<file path="config.mk">
export PLATFORM = sky130hd
export DESIGN_NAME = vga_timing_gen
export DESIGN_NICKNAME = d
export VERILOG_FILES = /design/src/rtl/vga_timing_gen.sv
export SDC_FILE = /design/constraint.sdc
export NUM_CORES = 1
export LEC_CHECK = 0
export CAP_MARGIN = 15
export CORE_MARGIN = 4
export CORE_UTILIZATION = 47
export DETAILED_ROUTE_END_ITERATION = 10
export PLACE_DENSITY_LB_ADDON = 0.15
export SLEW_MARGIN = 20
export SYNTH_ARGS = -nofsm -noshare
export SYNTH_HDL_FRONTEND = slang
export SYNTH_SLANG_ARGS = --single-unit
</file>
<file path="constraint.sdc">
create_clock -name clk -period 2.2 [get_ports clk]
set_input_delay 0.22 -clock clk [delete_from_list [all_inputs] [get_ports clk]]
set_output_delay 0.22 -clock clk [all_outputs]
set_load 0.02 [all_outputs]
</file>
<file path="src/rtl/vga_timing_gen.sv">
// Raster timing generator: pixel-rate tick, x/y counters and registered
// sync / visible / frame_start decodes for a VGA-style display.
`timescale 1ns/1ps

module vga_timing_gen #(
  parameter int CLK_DIV   = 2,
  parameter int H_VISIBLE = 640,
  parameter int H_FP      = 16,
  parameter int H_SYNC    = 96,
  parameter int H_BP      = 48,
  parameter int V_VISIBLE = 480,
  parameter int V_FP      = 10,
  parameter int V_SYNC    = 2,
  parameter int V_BP      = 33
) (
  input  logic       clk,
  input  logic       rst,
  output logic       pix_tick,
  output logic [9:0] x,
  output logic [9:0] y,
  output logic       hsync,
  output logic       vsync,
  output logic       visible,
  output logic       frame_start
);

  localparam int H_TOTAL = H_VISIBLE + H_FP + H_SYNC + H_BP;
  localparam int V_TOTAL = V_VISIBLE + V_FP + V_SYNC + V_BP;
  localparam int DIV_W   = (CLK_DIV > 1) ? $clog2(CLK_DIV) : 1;

  localparam logic [DIV_W-1:0] DIV_LAST = DIV_W'(CLK_DIV - 1);
  localparam logic [9:0]       H_LAST   = 10'(H_TOTAL - 1);
  localparam logic [9:0]       V_LAST   = 10'(V_TOTAL - 1);

  // Decode bounds are one bit wider so a sync pulse ending at 1024 still compares correctly.
  localparam logic [10:0] HS_START = 11'(H_VISIBLE + H_FP);
  localparam logic [10:0] HS_END   = 11'(H_VISIBLE + H_FP + H_SYNC);
  localparam logic [10:0] VS_START = 11'(V_VISIBLE + V_FP);
  localparam logic [10:0] VS_END   = 11'(V_VISIBLE + V_FP + V_SYNC);
  localparam logic [10:0] H_VIS    = 11'(H_VISIBLE);
  localparam logic [10:0] V_VIS    = 11'(V_VISIBLE);

  logic [DIV_W-1:0] div;
  logic [DIV_W-1:0] div_next;
  logic [9:0]       x_next;
  logic [9:0]       y_next;
  logic [10:0]      xw;
  logic [10:0]      yw;

  // With CLK_DIV=1 the divider is stuck at 0 and the tick is permanently high.
  assign pix_tick = (div == DIV_LAST);

  always_comb begin
    // NOTE: every comb output gets a default first, so no path can infer a latch.
    div_next = (div == DIV_LAST) ? '0 : div + DIV_W'(1);
    x_next   = x;
    y_next   = y;
    if (pix_tick) begin
      if (x == H_LAST) begin
        x_next = '0;
        y_next = (y == V_LAST) ? '0 : y + 10'd1;
      end else begin
        x_next = x + 10'd1;
      end
    end
    xw = {1'b0, x_next};
    yw = {1'b0, y_next};
  end

  // Decodes are taken from the next x/y so they line up with the registered counters.
  always_ff @(posedge clk or negedge rst) begin
    if (!rst) begin
      div         <= '0;
      x           <= H_LAST;
      y           <= V_LAST;
      hsync       <= 1'b1;
      vsync       <= 1'b1;
      visible     <= 1'b0;
      frame_start <= 1'b0;
    end else begin
      // NOTE: non-blocking assignments keep every register sampling pre-edge values.
      div         <= div_next;
      x           <= x_next;
      y           <= y_next;
      hsync       <= !((xw >= HS_START) && (xw < HS_END));
      vsync       <= !((yw >= VS_START) && (yw < VS_END));
      visible     <= (xw < H_VIS) && (yw < V_VIS);
      frame_start <= (x_next == 10'd0) && (y_next == 10'd0);
    end
  end

endmodule

</file>
# [Yosys cells after proc, flatten, opt, wreduce, memory -nomap -nowiden]
# Index checks and enable logic that the tools add are counted.
# W data, S select, Z words.
[word_totals] register_bits=25 latchBits=0 mem_bits_rw=0 rom_bits=0 in_bits=2 out_inout_bits=25 wordCells=32 mem_count=0
[op_classes] add_sub_neg=3 multipliers=0 n_div=0 n_lt_le_gt_ge=6 eq_ne=2 shifts=0 mux=6 n_bitwise=0 reduce_logical=8
[ops] cell="$mux W10" n=5
[ops] cell="$add A10 B1 Y10 const B" n=2
[ops] cell="$eq A10 B10 Y1 const B" n=2
[ops] cell="$logic_not A10 Y1" n=2
[ops] cell="$lt A10 B10 Y1 const B" n=2
[ops] cell="$lt A10 B9 Y1 const B" n=2
[ops] cell="$ge A10 B10 Y1 const B" n=1
[ops] cell="$ge A10 B9 Y1 const B" n=1
[ops] cell="$logic_and A1 B1 Y1" n=4
[ops] cell="$logic_not A1 Y1" n=2
[ops] cell="$add A1 B1 Y1 const B" n=1
[ops] cell="$mux W1" n=1

# [Longest topological paths before layout]
# Gate-level depths: netlist of run 1.
[depth] ltp_word=7 ltp_mapped=9 ltp_nobuf=8

# [Least setup slack after synthesis of run 1]
# Ideal clock, no wire load.
[synth_timing] kind="reg2reg" startpoint="reg x[2]" endpoint="reg frame_start" setup_ns=0.096 arrival_time_ns=2.370 required_time_ns=2.104 slack_ns=-0.266 stages_incl_launch_ff=9 path_buffers=3 synth_period_minus_slack_ns=2.466 cell_sequence="dfstp_2 -> buf_4 -> and4_1 -> clkbuf_1 -> nand3_2 -> buf_6 -> o31a_1 -> or4b_4 -> nor4_2"
[synth_via] elab_chain_len=5 elab_cells_between_ends=9 cone_classes="add/sub (1); eq/ne (1); mux (4); reduce/logical (3)"
[synth_rtl] item="start, declared" line_no="19" source="output logic [9:0] x,"
[synth_rtl] item="start signal, assigned" line_no="83" source="x <= x_next;"
[synth_rtl] item="$add A10 B1 Y10 / $eq A10 B10 Y1 (equally long branches)" line_no="63, 59"
[synth_rtl] item="$mux W10" line_no="59" source="if (x == H_LAST) begin"
[synth_rtl] item="$mux W10" line_no="58" source="if (pix_tick) begin"
[synth_rtl] item="$logic_not A10 Y1" line_no="88" source="frame_start <= (x_next == 10'd0) && (y_next == 10'd0);"
[synth_rtl] item="$logic_and A1 B1 Y1 *" line_no="88"
[synth_rtl] item="end signal, assigned" line_no="88"
[synth_rtl] item="end, declared" line_no="24" source="output logic frame_start"
# Mark *: on every way between the ends. The rest lies on a longest branch, timed or not.

# [Final worst setup path of run 1]
[layout_timing] startpoint="reg x[9]" endpoint="reg frame_start"
[layout_via] elab_chain_len=5 elab_cells_between_ends=9 cone_classes="add/sub (1); eq/ne (1); mux (4); reduce/logical (3)"
[layout_rtl] item="$add A10 B1 Y10 / $eq A10 B10 Y1 (equally long branches)" line_no="63, 59"
[layout_rtl] item="$mux W10" line_no="59"
[layout_rtl] item="$mux W10 *" line_no="58"
[layout_rtl] item="via x_next[9]" line_no="45" source="logic [9:0] x_next;"
[layout_rtl] item="$logic_not A10 Y1 *" line_no="88"
[layout_rtl] item="$logic_and A1 B1 Y1 *" line_no="88"
# Mark *: on every way through the listed nets, which the timed path passes. The rest lies on a longest branch.

==> impl_metrics.csv, run 1 <==
group,metric,value,unit
sta,measured_slew_at_the_worst_slew_check_pin,0.3883,ns
clock_tree,cts.clk_slew.worst_paths,0.14,ns
critical_path,critical_path.startpoint_type,"flop",
clock_tree,clock-sinks,25,
pwr,p_leak,0.9400,nW
pwr,sequentialPowerShare,67.5,%
sta,setup-tns-final,-0.1500,ns
job,drv.max_cap_violation_count,0,
pwr,clock_power_share,30.8,%
pwr,power.share.switching,22.06,%
cells_and_area,fin_area,0.002265,mm²
sta,rsz0062_at_grt,"yes",
global_routing,total_overflow_reported_by_the_global_router,0,
pwr,combPwrFrac,1.6,%
routing,detail_route.iter0.violations,107,
min_path,holdCritPathClass,"primary input to asynchronous set/reset pin",
synthesis,number_of_instances_in_the_synthesized_netlist,168,
die,fp-row-count,20,
sta,post-route-period-util,103.8,%
routing,wl,4410,µm
synthesis,synth_edf_count,0,
synthesis,synth_most_common_cell,"sky130_fd_sc_hd__nand2_1",
cells_and_area,diodes,0,
die,io_pins,27,
synthesis,synthFlopType,"sky130_fd_sc_hd__dfrtp_1",
sta,final_hold_viol_count,0,
pwr,net-switching-power,0.1506,mW
routing,vias_per_cell,5.788,
critical_path,worstSetupStartpoint,"x[9]$_DFF_PN1_",
clock_tree,cts_root_buffer,"sky130_fd_sc_hd__clkbuf_4",
routing,wire_per_inst,16.09,µm
routing,detailroute.via_count,1586,
critical_path,worstSetupEndpointType,"flop",
sta,post-route-min-period,2.285,ns
sta,whs,0.2269,ns
clock_tree,cts_buffers,3,
synthesis,ys_seq_elements,25,
critical_path,critical_path_peak_fanout,3,
clock_tree,clock_tree.htree_level_count,1,
placement,place.gp.congestion,0.8891,
cells_and_area,fill_cells,240,
global_routing,grt_antenna_before_repair,0,
synthesis,yosys_cell_types,52,
placement,dpl.hpwl,3143,µm
status,violations,"setup timing",
sta,slew_violations,0,
global_routing,grt_first_pass_wirelength,7314,µm
critical_path,worstReg2RegStart,"x[9]$_DFF_PN1_",
routing,detail_route.first_pass.iterations,4,
cells_and_area,final_layout_size_suffix_gt1_share,33.91,%
die,initial_utilization,50.63,%
synthesis,synthTopCellsByArea,"sky130_fd_sc_hd__dfrtp_1, sky130_fd_sc_hd__dfstp_2, sky130_fd_sc_hd__nand2_1",
cells_and_area,area_growth_syn_to_layout,41.85,%
pwr,power.density_cell_area,301.3,mW/mm²
die,die_area,0.004393,mm²
critical_path,depth_of_the_worst_register_to_register_path,6,
pwr,max-vdd-ir-drop,0.0003330,V
sta,slew-limit-headroom,73.84,%
sta,setup_ws,-0.08456,ns
routing,drc,0,
sta,timing.clock.skew,0.007546,ns
clock_tree,cts_tree,"yes",
critical_path,timing.setup.critical_path_class,"flop to flop",
critical_path,cp_capture_point,"frame_start$_DFF_PN0_",
global_routing,grt_util_all_layers,21.68,%
critical_path,cp_data_arrival_time,2.53,ns
clock_tree,postCtsHoldBufs,0,
clock_tree,number_of_buffers_between_clock_root_and_the_deepest_sink,2,
cells_and_area,num-nets-final,236,
cells_and_area,multi_input_comb_area,943.4,µm²
cells_and_area,finalCoreUtilization,71.83,%
synthesis,synthArstFlopShare,100.0,%
synthesis,synthTopCellsByCount,"sky130_fd_sc_hd__nand2_1, sky130_fd_sc_hd__dfrtp_1, sky130_fd_sc_hd__dfstp_2",
global_routing,pin_count_of_the_biggest_net_entering_global_routing,26,
placement,io_buffer_count,26,
die,die_w,66.28,µm
status,run_status,"finished, violations left",
die,core_area,0.003153,mm²
synthesis,post_synth.cell_area_avg,9.503,µm²
placement,place_area,0.002120,mm²
placement,dpl_worst_slack,-0.1459,ns
synthesis,synth-warning-count,0,
sta,report.final.setup_viol,3,
clock_tree,worst_skew_pair.late_latency,0.33,ns
critical_path,regToRegSetupSlack,-0.08,ns
global_routing,via_count_of_the_first_global_routing_pass,1544,
synthesis,seq_area_frac_synth,40.13,%
sta,fmax,437.7,MHz
synthesis,synth.cell_area,0.001597,mm²
cells_and_area,seq_area,640.6,µm²
synthesis,synthDominantAreaCellType,"sky130_fd_sc_hd__dfrtp_1",
synthesis,net_count_after_synthesis,173,
routing,antenna_violating_nets_post_route,0,
pwr,internal_dissipation,0.5318,mW
critical_path,timing.critical_path.required,2.45,ns
critical_path,rr_endpoint,"frame_start$_DFF_PN0_",
die,die_h,66.28,µm
synthesis,synth_top_cell_area_share,20.38,%
-- metal layers --
| metal | GRT usage, % | routed length [µm] | part of all wire (%) |
|---|---|---|---|
| met3 | 3.741 | 268 | 6.1 |
| met1 | 30.12 | 1908 | 43 |
| met5 | 0 | 0 | 0 |
| met4 | 5.076 | 71 | 1.6 |
| met2 | 34.94 | 2162 | 49 |
-- worst min path at each step --
stage	from	endpoint	slack, ns	cells past startpoint
2_1_floorplan	rst	frame_start$_DFF_PN0_	-0.08	0
3_3_place_gp	x[1]$_DFF_PN1_	x[1]$_DFF_PN1_	0.51	1
3_5_place_dp	x[1]$_DFF_PN1_	x[1]$_DFF_PN1_	0.52	1
4_1_cts	rst	y[6]$_DFF_PN0_	0.24	2
5_1_grt	rst	y[6]$_DFF_PN0_	0.25	2
6_report	rst	y[6]$_DFF_PN0_	0.23	2
-- layout by cell type (no fill, tap or decap), types with 4 or more instances in the layout --
master,n
sky130_fd_sc_hd__a21oi_1,5
sky130_fd_sc_hd__and4_1,4
sky130_fd_sc_hd__buf_4,38
sky130_fd_sc_hd__clkdlybuf4s50_1,26
sky130_fd_sc_hd__dfrtp_1,13
sky130_fd_sc_hd__dfstp_2,12
sky130_fd_sc_hd__inv_1,8
sky130_fd_sc_hd__nand2_1,18
sky130_fd_sc_hd__nand2b_1,4
sky130_fd_sc_hd__nand3_1,6
sky130_fd_sc_hd__nand4_1,8
sky130_fd_sc_hd__nor2_1,5
sky130_fd_sc_hd__nor4_2,4
sky130_fd_sc_hd__o21ai_0,7
sky130_fd_sc_hd__xnor2_1,7
-- power groups by stage --
stage	combinational (mW)	sequential (mW)	clock, mW
after floorplan	0.000000331	0.469	0
after global placement	0.0118	0.468	0
after detailed placement	0.0120	0.468	0
after CTS	0.0120	0.461	0.216
after global routing	0.0138	0.461	0.240
final	0.0112	0.461	0.210
-- sequential cells by signal, summed over array words and instances (netlist names) --
signal and flops:
x 10, y 10, frame_start 1, hsync 1, pix_tick 1, visible 1
vsync 1
-- cells by family after synthesis --
group           count (synthesis)  share of synthesized area, %
buf+inv                        16                         5.172
simple gates                   81                         32.68
compound gates                 34                         14.66
fa+ha+maj                       3                         2.351
mux                             1                        0.6270
flops                          25                         40.13
xor+xnor                        8                         4.389
-- area by class of cell --
type / count / share of cell area [%]
Timing Repair Buffer: 66 / 25.08
Sequential cell: 25 / 28.29
Tap cell: 44 / 2.431
Inverter: 8 / 1.326
Multi-Input combinational cell: 127 / 41.66
Clock inverter: 1 / 0.2210
Clock buffer: 3 / 0.9945
-- metrics by stage --
step,std cells,power [mW]
finish,274,0.6824
global placement,263,0.4803
CTS,273,0.6888
floorplan,168,0.4686
detailed placement,263,0.4805
global route,274,0.7149
-- worst max-delay path, stage by stage, from the launching register on --
cell                      delay [ns]
sky130_fd_sc_hd__dfstp_2        0.58
sky130_fd_sc_hd__or4b_4         0.50
sky130_fd_sc_hd__nor2_4         0.13
sky130_fd_sc_hd__nor2b_1        0.06
sky130_fd_sc_hd__o22a_2         0.20
sky130_fd_sc_hd__or4b_4         0.48
sky130_fd_sc_hd__nor4_2         0.26
-- what timing repair did --
item                       4_1_cts  5_1_grt
setup endpoints to repair        3        3
setup buffers                    6        1
gates resized for setup          5        9
pin swaps                        8       10
hold endpoints to repair         0        0
(Power assumes the default switching activity.)
==> run 2: changes to the inputs <==
Settings changed: CAP_MARGIN 15 to unset.
==> results of run 2 <==
No change in the layout: final DEF, timing and power equal those of run 1.
==> run 3: changes to the inputs <==
Settings changed: CORE_MARGIN 4 to 2, CORE_UTILIZATION 47 to 53.
Clock period 2.2 ns to 2.35 ns, I/O delays scaled along.
==> run 3 against run 2 <==
The run ends with DRC, setup timing left. Critical path type unchanged. Worst hold slack improved by 0.037 ns. Core utilization rose by 3.5 points. Cell count fell by 11%. Setup slack improved by 0.059 ns. Total power fell by 7.0%. First-iteration DRC count fell by 14%. Maximum frequency fell by 3.8%. Largest power group unchanged. Sequential share of layout area rose by 2.0 points. Largest cell class unchanged.
==> impl_metrics.csv, run 3 (synthesis results as in run 1) <==
group,metric,value,unit
pwr,power.share.switching,21.60,%
sta,final_hold_viol_count,0,
placement,io_buffer_count,26,
routing,drc,2,
status,run_status,"finished, violations left",
sta,rsz0062_at_grt,"yes",
global_routing,grt_util_all_layers,26.39,%
global_routing,pin_count_of_the_biggest_net_entering_global_routing,26,
critical_path,timing.critical_path.required,2.58,ns
routing,antenna_violating_nets_post_route,0,
placement,dpl.hpwl,3092,µm
critical_path,timing.setup.critical_path_class,"flop to flop",
cells_and_area,num-nets-final,219,
critical_path,worstSetupEndpointType,"flop",
global_routing,via_count_of_the_first_global_routing_pass,1470,
critical_path,critical_path.startpoint_type,"flop",
pwr,internal_dissipation,0.4976,mW
sta,slew-limit-headroom,68.18,%
routing,detail_route.iter0.violations,92,
critical_path,rr_endpoint,"frame_start$_DFF_PN0_",
routing,wire_per_inst,16.86,µm
sta,slew_violations,0,
sta,setup-tns-final,-0.02512,ns
sta,timing.clock.skew,0.004338,ns
clock_tree,cts.clk_slew.worst_paths,0.14,ns
cells_and_area,fin_area,0.002112,mm²
placement,dpl_worst_slack,0.01045,ns
die,fp-row-count,19,
die,die_w,58.89,µm
routing,detail_route.first_pass.iterations,9,
sta,measured_slew_at_the_worst_slew_check_pin,0.4738,ns
routing,detailroute.via_count,1507,
cells_and_area,top_library_cells_by_usage_in_the_layout_fill_and_taps_aside,"sky130_fd_sc_hd__clkdlybuf4s50_1, sky130_fd_sc_hd__buf_4, sky130_fd_sc_hd__nand2_1",
min_path,holdCritPathClass,"primary input to asynchronous set/reset pin",
placement,place.gp.congestion,0.9143,
clock_tree,cts_root_buffer,"sky130_fd_sc_hd__clkbuf_4",
critical_path,crit_chain,"or4b_4 -> nor2_4 -> nor2b_1 -> o22a_2 -> or4b_4 -> nor4_4",
routing,wl,4115,µm
global_routing,total_overflow_reported_by_the_global_router,0,
die,io_pins,27,
die,initial_utilization,56.91,%
job,drv.max_cap_violation_count,0,
critical_path,critical_path_peak_fanout,5,
cells_and_area,final_layout_size_suffix_gt1_share,27.70,%
cells_and_area,largest_registers,"x x10, y x10",
clock_tree,clock_tree.htree_level_count,1,
critical_path,regToRegSetupSlack,-0.03,ns
clock_tree,postCtsHoldBufs,0,
die,core_area,0.002805,mm²
cells_and_area,layout.cells.most_common,"sky130_fd_sc_hd__clkdlybuf4s50_1",
critical_path,max_incr_delay_on_cp,0.60,ns
critical_path,critical_path_buffer_and_inverter_count,0,
critical_path,critical_path_most_common_cell,"sky130_fd_sc_hd__or4b_4",
critical_path,cp_data_arrival_time,2.61,ns
critical_path,critPathSlowestCell,"sky130_fd_sc_hd__dfstp_2",
pwr,sequentialPowerShare,68.0,%
pwr,power.density_cell_area,300.6,mW/mm²
sta,post-route-period-util,101.1,%
pwr,net-switching-power,0.1371,mW
clock_tree,cts_tree,"yes",
clock_tree,worst_skew_pair.late_latency,0.31,ns
cells_and_area,fill_cells,217,
cells_and_area,diodes,0,
pwr,clock_power_share,30.4,%
clock_tree,cts_buffers,3,
clock_tree,clock-sinks,25,
cells_and_area,area_growth_syn_to_layout,32.29,%
pwr,max-vdd-ir-drop,0.0001650,V
die,die_area,0.003467,mm²
placement,place_area,0.002013,mm²
pwr,p_leak,0.8506,nW
critical_path,critical_path.top_delay_family,"simple AND/OR/NAND/NOR gates",
routing,vias_per_cell,6.176,
clock_tree,number_of_buffers_between_clock_root_and_the_deepest_sink,2,
pwr,combPwrFrac,1.6,%
critical_path,worstReg2RegStart,"x[9]$_DFF_PN1_",
status,violations,"DRC, setup timing",
global_routing,grt_antenna_before_repair,0,
sta,fmax,421.0,MHz
global_routing,grt_first_pass_wirelength,6886,µm
sta,post-route-min-period,2.375,ns
sta,report.final.setup_viol,1,
critical_path,depth_of_the_worst_register_to_register_path,6,
sta,setup_ws,-0.02512,ns
die,die_h,58.89,µm
[run 3: layer usage]
metal,share of wire (%),global-route usage (%),up-vias,wire [µm]
li1,-,-,716,-
met3,5.2,3.297,4,213
met5,0,0,-,0
met1,43,36.86,727,1790
met4,0.32,10.06,0,13
met2,51,41.90,60,2098
[run 3: how the worst max path moves through the flow]
stage                     slack [ns]  cells past startpoint            from                     to
after global routing           -0.11                      6  x[9]$_DFF_PN1_  frame_start$_DFF_PN0_
after floorplan                -0.03                      8  x[2]$_DFF_PN1_  frame_start$_DFF_PN0_
after global placement          0.07                      6  x[9]$_DFF_PN1_  frame_start$_DFF_PN0_
after detailed placement        0.01                      7  x[9]$_DFF_PN1_  frame_start$_DFF_PN0_
after CTS                     0.0009                      6  x[9]$_DFF_PN1_  frame_start$_DFF_PN0_
final                          -0.03                      6  x[9]$_DFF_PN1_  frame_start$_DFF_PN0_
[run 3: timing repair]
action / 4_1_cts / 5_1_grt
gates resized for setup: 2 / 7
pin swaps: 6 / 3
setup endpoints to repair: 1 / 2
setup buffers: 1 / 1
endpoints found under the hold margin: 0 / 0
gates cloned: 0 / 0
[run 3: metrics by stage]
| stage | util [%] | power, mW | cells | hold WS (ns) |
|---|---|---|---|---|
| global placement | 71.77 | 0.4495 | 238 | 0.5155 |
| detailed placement | 71.77 | 0.4497 | 238 | 0.5264 |
| floorplan | - | 0.4387 | 168 | -0.06059 |
| finish | 75.29 | 0.6348 | 244 | 0.2644 |
| CTS | 73.51 | 0.6445 | 243 | 0.2644 |
| global route | 75.29 | 0.6617 | 244 | 0.2670 |
[run 3: cell type report]
class / instances / area, µm² / share of cell area, %
clock inverters: 1 / 5.005 / 0.2370
inverters: 8 / 30.03 / 1.422
repair buffers: 49 / 432.9 / 20.50
well taps: 31 / 38.79 / 1.836
clock buffers: 3 / 22.52 / 1.066
flip-flops and latches: 25 / 640.6 / 30.33
multi-input cells: 127 / 942.2 / 44.61
[run 3: power by group through the flow]
stage	logic (mW)	clock network, mW	registers (mW)
3_3_place_gp	0.0109	0	0.439
5_1_grt	0.0124	0.218	0.432
3_5_place_dp	0.0111	0	0.439
6_report	0.0104	0.193	0.431
2_1_floorplan	0.000000331	0	0.439
4_1_cts	0.0112	0.202	0.432
